### config.mk
export PLATFORM = sky130hd
export DESIGN_NAME = next_pc_unit
export DESIGN_NICKNAME = d
export VERILOG_FILES = /design/src/rtl/next_pc_unit.sv
export SDC_FILE = /design/constraint.sdc
export NUM_CORES = 1
export LEC_CHECK = 0
export CELL_PAD_IN_SITES_DETAIL_PLACEMENT = 0
export CELL_PAD_IN_SITES_GLOBAL_PLACEMENT = 1
export CORE_ASPECT_RATIO = 0.8
export CORE_MARGIN = 2
export CORE_UTILIZATION = 25
export DETAILED_ROUTE_END_ITERATION = 8
export PLACE_DENSITY = 0.68
export SYNTH_ARGS = -nofsm -noshare
export SYNTH_HDL_FRONTEND = slang
export SYNTH_SLANG_ARGS = --single-unit
### constraint.sdc
create_clock -name clk -period 3.52 [get_ports clk]
set_clock_uncertainty 0.1 [all_clocks]
set_input_delay 0.704 -clock clk [delete_from_list [all_inputs] [get_ports clk]]
set_output_delay 0.704 -clock clk [all_outputs]
set_load 0.01 [all_outputs]
### src/rtl/next_pc_unit.sv
// rtl/next_pc_unit.sv - architectural PC owner: branch/jalr redirect, fetch handshake, flush and misaligned trap
// State register, next-state logic and registered outputs with next values computed in a separate comb block.
module next_pc_unit #(
  parameter logic [31:0] RESET_PC     = 32'h0000_0000,
  parameter logic [31:0] TRAP_VEC     = 32'h0000_0100,
  parameter int          FLUSH_CYCLES = 2,
  parameter int          CNT_W        = 16
) (
  input  logic             clk,
  input  logic             rst_n,
  input  logic             br_valid,
  input  logic             PCAsrc,
  input  logic             PCBsrc,
  input  logic [31:0]      br_pc,
  input  logic [31:0]      imm,
  input  logic [31:0]      rs1,
  input  logic             stall,
  input  logic             if_ready,
  input  logic             trap_clear,
  output logic [31:0]      pc,
  output logic             pc_valid,
  output logic             flush,
  output logic             trap,
  output logic [31:0]      trap_pc,
  output logic [CNT_W-1:0] redirect_cnt
);

  typedef enum logic [1:0] {
    S_RUN   = 2'd0,
    S_FLUSH = 2'd1,
    S_TRAP  = 2'd2
  } state_t;

  localparam logic [3:0]       FLUSH_LOAD = 4'(FLUSH_CYCLES - 1);
  localparam logic [CNT_W-1:0] CNT_ONE    = {{(CNT_W-1){1'b0}}, 1'b1};

  state_t           state, state_d;
  logic [3:0]       fcnt, fcnt_d;
  logic [31:0]      pc_d, trap_pc_d;
  logic             pc_valid_d, flush_d, trap_d;
  logic [CNT_W-1:0] cnt_d;

  logic [31:0] sum, target;
  logic        redirect, misaligned, fire;

  // jalr targets drop bit 0; the alignment check then runs on the cleaned address
  assign sum        = (PCAsrc ? imm : 32'd4) + (PCBsrc ? rs1 : br_pc);
  assign target     = {sum[31:1], sum[0] & ~PCBsrc};
  assign redirect   = br_valid & (PCAsrc | PCBsrc) & (state == S_RUN);
  assign misaligned = |target[1:0];
  assign fire       = pc_valid & if_ready & ~stall;

  always_ff @(posedge clk or negedge rst_n) begin
    if (!rst_n) begin
      state <= S_RUN;
    end else begin
      state <= state_d;
    end
  end

  always_comb begin
    state_d = state;
    case (state)
      S_RUN:   if (redirect) state_d = misaligned ? S_TRAP : S_FLUSH;
      S_FLUSH: if (fcnt == 4'd0) state_d = S_RUN;
      S_TRAP:  if (trap_clear) state_d = S_RUN;
      default: state_d = S_RUN;
    endcase
  end

  always_comb begin
    pc_d       = pc;
    pc_valid_d = pc_valid;
    flush_d    = flush;
    trap_d     = trap;
    trap_pc_d  = trap_pc;
    cnt_d      = redirect_cnt;
    fcnt_d     = fcnt;
    case (state)
      S_RUN: begin
        if (redirect) begin
          pc_valid_d = 1'b0;
          flush_d    = 1'b1;
          if (misaligned) begin
            trap_d    = 1'b1;
            trap_pc_d = target;
          end else begin
            pc_d   = target;
            fcnt_d = FLUSH_LOAD;
            if (!(&redirect_cnt)) cnt_d = redirect_cnt + CNT_ONE;
          end
        end else begin
          // pc_valid rises on the first edge after reset and stays up in RUN
          pc_valid_d = 1'b1;
          if (fire) pc_d = pc + 32'd4;
        end
      end
      S_FLUSH: begin
        if (fcnt == 4'd0) begin
          flush_d    = 1'b0;
          pc_valid_d = 1'b1;
        end else begin
          fcnt_d = fcnt - 4'd1;
        end
      end
      S_TRAP: begin
        flush_d    = 1'b0;
        pc_valid_d = 1'b0;
        if (trap_clear) begin
          trap_d     = 1'b0;
          pc_d       = TRAP_VEC;
          pc_valid_d = 1'b1;
        end
      end
      default: begin
        flush_d    = 1'b0;
        pc_valid_d = 1'b0;
      end
    endcase
  end

  always_ff @(posedge clk or negedge rst_n) begin
    if (!rst_n) begin
      pc           <= RESET_PC;
      pc_valid     <= 1'b0;
      flush        <= 1'b0;
      trap         <= 1'b0;
      trap_pc      <= 32'd0;
      redirect_cnt <= '0;
      fcnt         <= 4'd0;
    end else begin
      pc           <= pc_d;
      pc_valid     <= pc_valid_d;
      flush        <= flush_d;
      trap         <= trap_d;
      trap_pc      <= trap_pc_d;
      redirect_cnt <= cnt_d;
      fcnt         <= fcnt_d;
    end
  end

endmodule

* Word level (Yosys, flattened, before mapping)
Cells that the tools add are included.
** Word-level totals
- Register bits :: 89
- Input port bits :: 104
- Output and inout bits :: 83
- Logic and storage cells :: 72
** Operators by class
- Add/sub/neg operators :: 4
- Eq/ne operators :: 10
- Mux-type cells :: 27
- Bitwise gates (word level) :: 10
- Reduce and logical (&&, ||, !) cells :: 13
** Operator list (number)
- $mux W32 :: 6
- $pmux W32 S2 :: 1
- $add A32 B3 Y32 const B :: 1
- $add A32 B32 Y32 :: 1
- $add A16 B1 Y16 const B :: 1
- $reduce_and A16 Y1 :: 1
- $reduce_and A4 Y1 :: 4
- $mux W4 :: 3
- $ne A2 B2 Y1 const B :: 6
- $mux W1 :: 8
- $mux W2 :: 4
- $pmux W4 S2 :: 1
- $ne A3 B3 Y1 const B :: 2
- $pmux W2 S3 :: 1
- $reduce_and A3 Y1 :: 2
- $and A1 B1 Y1 :: 5
- $logic_not A4 Y1 :: 1
- $not A1 Y1 :: 4
- $pmux W1 S2 :: 2
- $reduce_bool A2 Y1 :: 2
- $sub A4 B1 Y4 const B :: 1
- $pmux W1 S3 :: 1
- $eq A2 B1 Y1 const B :: 1
- $eq A2 B2 Y1 const B :: 1
- 4 further kinds :: 4

* Logic depth before layout (Yosys ltp)
- Depth after elaboration :: 7
- Depth in mapped cells :: 14
- Gate-level depth less buffers :: 13

* Least setup slack after synthesis
OpenSTA, ideal clock, no wires.
- Path kind :: input port to flip-flop
- From :: input port PCBsrc
- To :: register pc[29]
- Setup time :: 0.138 ns
- Arrival :: 3.677 ns
- Slack :: -0.394 ns
- Cell stages on the path :: 13
- Cell sequence :: buf_2 buf_1 mux2_2 ha_1 a21oi_2 nand2_2 o2111ai_2 and3_4 o41ai_2 a311o_2 a311oi_2 xor2_1 o211ai_1
** Between the ends
- Cells in the longest elaborated chain, start to end :: 6
** RTL lines
- from (decl) :: RTL line 13 : input logic PCBsrc,
- $mux W32 :: RTL line 47 : assign sum = (PCAsrc ? imm : 32'd4) + (PCBsrc ? rs1 : br_pc);
- $add A32 B32 Y32 :: RTL line 47
- $and A1 B1 Y1 :: RTL line 48 : assign target = {sum[31:1], sum[0] & ~PCBsrc};
- $reduce_or A2 Y1 :: RTL line 50 : assign misaligned = |target[1:0];
- $ne A3 B3 Y1 (no line)
- $reduce_and A4 Y1 (no line)
- to (signal assigned) :: RTL line 132 : pc <= pc_d;
- to (decl) :: RTL line 20 : output logic [31:0] pc,
Parallel ways exist; a longest one is shown, timed or not. The select of a mux whose other input is x is not followed.
A chain may end at the register's enable or synchronous reset.

* Final worst setup path
- From :: input port br_pc[2]
- To :: register pc[26]
** Between the ends
- Cells in the longest elaborated chain, start to end :: 5
** RTL lines
- from (decl) :: RTL line 14 : input logic [31:0] br_pc,
- $mux W32 :: RTL line 47
- $add A32 B32 Y32 :: RTL line 47
- $mux W32 :: RTL line 84 : if (misaligned) begin
- $mux W32 :: RTL line 81 : if (redirect) begin
- $pmux W32 S2 :: RTL line 79 : case (state)
Every way passes these cells. The select of a mux whose other input is x is not followed.

==> qor.txt <==
vias in the first global route - 6,436
ys async rst share - 100.0%
Iter 0 DRT Violations - 355
largest net degree at the start of global routing - 55
post-synthesis cell type count - 65
pre-CTS setup slack - -0.8049 ns
antenna-violating nets left - 0
core area - 0.02524 mm^2
RSZ-0062 raised after global routing - true
Cell Pwr Density - 540.2 mW/mm^2
Root Driver - clkbuf_16
max cap viols - 0
CP Max Fanout - 4
Nets - 1,188
fin crit period - 3.413 ns
WL final - 22.71 mm
yosys warns - 0
die area - 0.02690 mm^2
Hold Fails Final Rpt - 0
global-route wire length before repair - 36.06 mm
most frequent cells in the layout - 178 x clkdlybuf4s50_1, 131 x buf_4, 97 x nand2_1
min setup slack post-route - 0.1067 ns
Max transition margin - 65.57%
CTS tree - built
via count - 6,503
Critical Path Sink Type - register
Initial Utilization - 25.35%
Synth Register Bits - 89
first drt pass iteration count - 5
DRC - 0
insertion delay to the later sink of the worst-skew pair - 0.36 ns
Hold Slack - 0.2146 ns
Mapped Cells - 741
port bufs - 186
chip width - 182.9 um
clock sink count - 89
CTS Hold Bufs - 0
drt wl/cell - 16.49 um
Post-Syn Area - 0.006400 mm^2
io pins - 187
ANT cells - 0
GRT Total Usage - 17.10%
RePlAce Congestion - 0.8333
FP Rows - 52
Worst EP required - 3.65 ns
Die Ht - 147.1 um
TritonCTS Buffers - 9
Startpoint Class - primary input
Crit Path Class - in2reg
worst slew pin tran - 0.5145 ns
outcome - completed
Hold Crit Class - in2async
Synth-to-Final Area Change - 63.34%
post-layout util - 41.41%
commonest non-fill, non-tap cell in the layout - clkdlybuf4s50_1
Main synth FF type - dfrtp_1
share of layout cells above drive strength 1 - 25.45%
Slew Limit Fails - 0
H-tree depth - 3
Tot Pwr - 5.647 mW
Post-synth EDFFs - 0
top-area cell type share of the netlist area - 34.80%
Yosys top cell by area - dfrtp_1
initial antenna violation count - 0
largest cells by area after synthesis - dfrtp_1 35%, mux2_2 7.4%, ha_1 6.8%
sequential-to-total area share from yosys stat - 34.80%
critical path arrival - 3.54 ns
syn nets - 881
final setup violation count - 0
Clock transition at path regs - 0.07 ns
Static Leak - 4.538 nW
Overflow after GRT - 0
via/cell ratio - 4.723
Avg Inst Size Synth - 8.637 um^2
maximum clock rate - 0.2930 GHz
HPWL Detailed - 18.09 mm
CTS max path bufs - 2
Final Cycle Share - 96.97%
VDD IR max - 259.9 uV
-- kinds of logic (layout without fill, tap and decap cells) --
logic type	count (synthesis)	after routing	synth area share [%]
adders and majority gates	36	36	7.155
buffers and inverters	46	358	2.717
AOI/OAI and AO/OA	198	198	19.28
xor gates and xnor gates	47	47	6.432
and+or+nand+nor	279	279	21.60
DFF	89	89	34.80
muxes	46	46	8.016
-- through the flow --
step	instances	instance area, um^2	TNS, ns
detailed placement	1349	9673	-18.73
CTS	1369	10150	-0.1362
floorplan	741	6530	0
finish	1377	10450	0
global route	1377	10450	-0.04178
global placement	1349	9673	-15.12
-- synthesized netlist by cell type (14+ instances only) --
cell type	count
nor2_1	46
xnor2_1	28
nand2_1	99
a21oi_1	49
clkbuf_1	25
xor2_1	19
ha_1	35
and3_1	14
dfrtp_1	89
and2_1	37
inv_1	16
o21ai_0	74
nand3_1	22
mux2_2	42
-- sequential cells by signal, indices dropped and copies added (netlist names) --
register and cells:
pc_valid 1, flush 1, redirect_cnt 16, pc 32
fcnt 4, state 2, trap 1, trap_pc 32
-- critical path, stage by stage --
cell and delay (ns):
clkdlybuf4s50_1 0.40, mux2_4 0.29, ha_4 0.22, nor2b_2 0.15, o211ai_1 0.22, a31oi_1 0.14
buf_4 0.17, a2111oi_4 0.43, nor2_4 0.12, buf_6 0.14, a41oi_2 0.13, xor2_1 0.17
buf_4 0.15, o221ai_2 0.10
-- cell type report --
cell class                      count  area [um^2]
Clock inverter                      5        38.79
Inverter                           16        60.06
Tap cell                          324        405.4
Clock buffer                       11        252.7
Sequential cell                    89         2227
Fill cell                        2504        14790
Timing Repair Buffer              326         3015
Multi-Input combinational cell    606         4454
-- what timing repair did --
action	4_1_cts	5_1_grt
setup buffers	4	10
endpoints found under the setup margin	24	31
pin swaps	13	31
resized for setup	31	47
-- report_power, final --
group	internal, mW	switching (mW)
clock network	0.524	0.454
registers	1.42	0.426
logic	1.53	1.30
-- metal layers --
layer	global-route usage, %	part of all wire (%)
met5	0	0
met4	4.720	1.7
met3	3.396	6.2
met2	25.36	43
met1	25.20	50
-- final timing paths --
check,end,slack (ns),cells after the start,startpoint
setup / recovery,pc[26]$_DFFE_PN0P_,0.11,14,br_pc[2]
hold / removal,redirect_cnt[10]$_DFFE_PN0P_,0.21,1,rst_n
setup reg to reg,pc[28]$_DFFE_PN0P_,0.69,9,pc[2]$_DFFE_PN0P_
hold reg to reg,trap$_DFFE_PN0P_,0.38,2,trap$_DFFE_PN0P_
max in group asynchronous,pc[13]$_DFFE_PN0P_,2.42,2,rst_n
min in group clk,trap$_DFFE_PN0P_,0.38,2,trap$_DFFE_PN0P_
No activity file was read; power rests on OpenSTA's default activity.
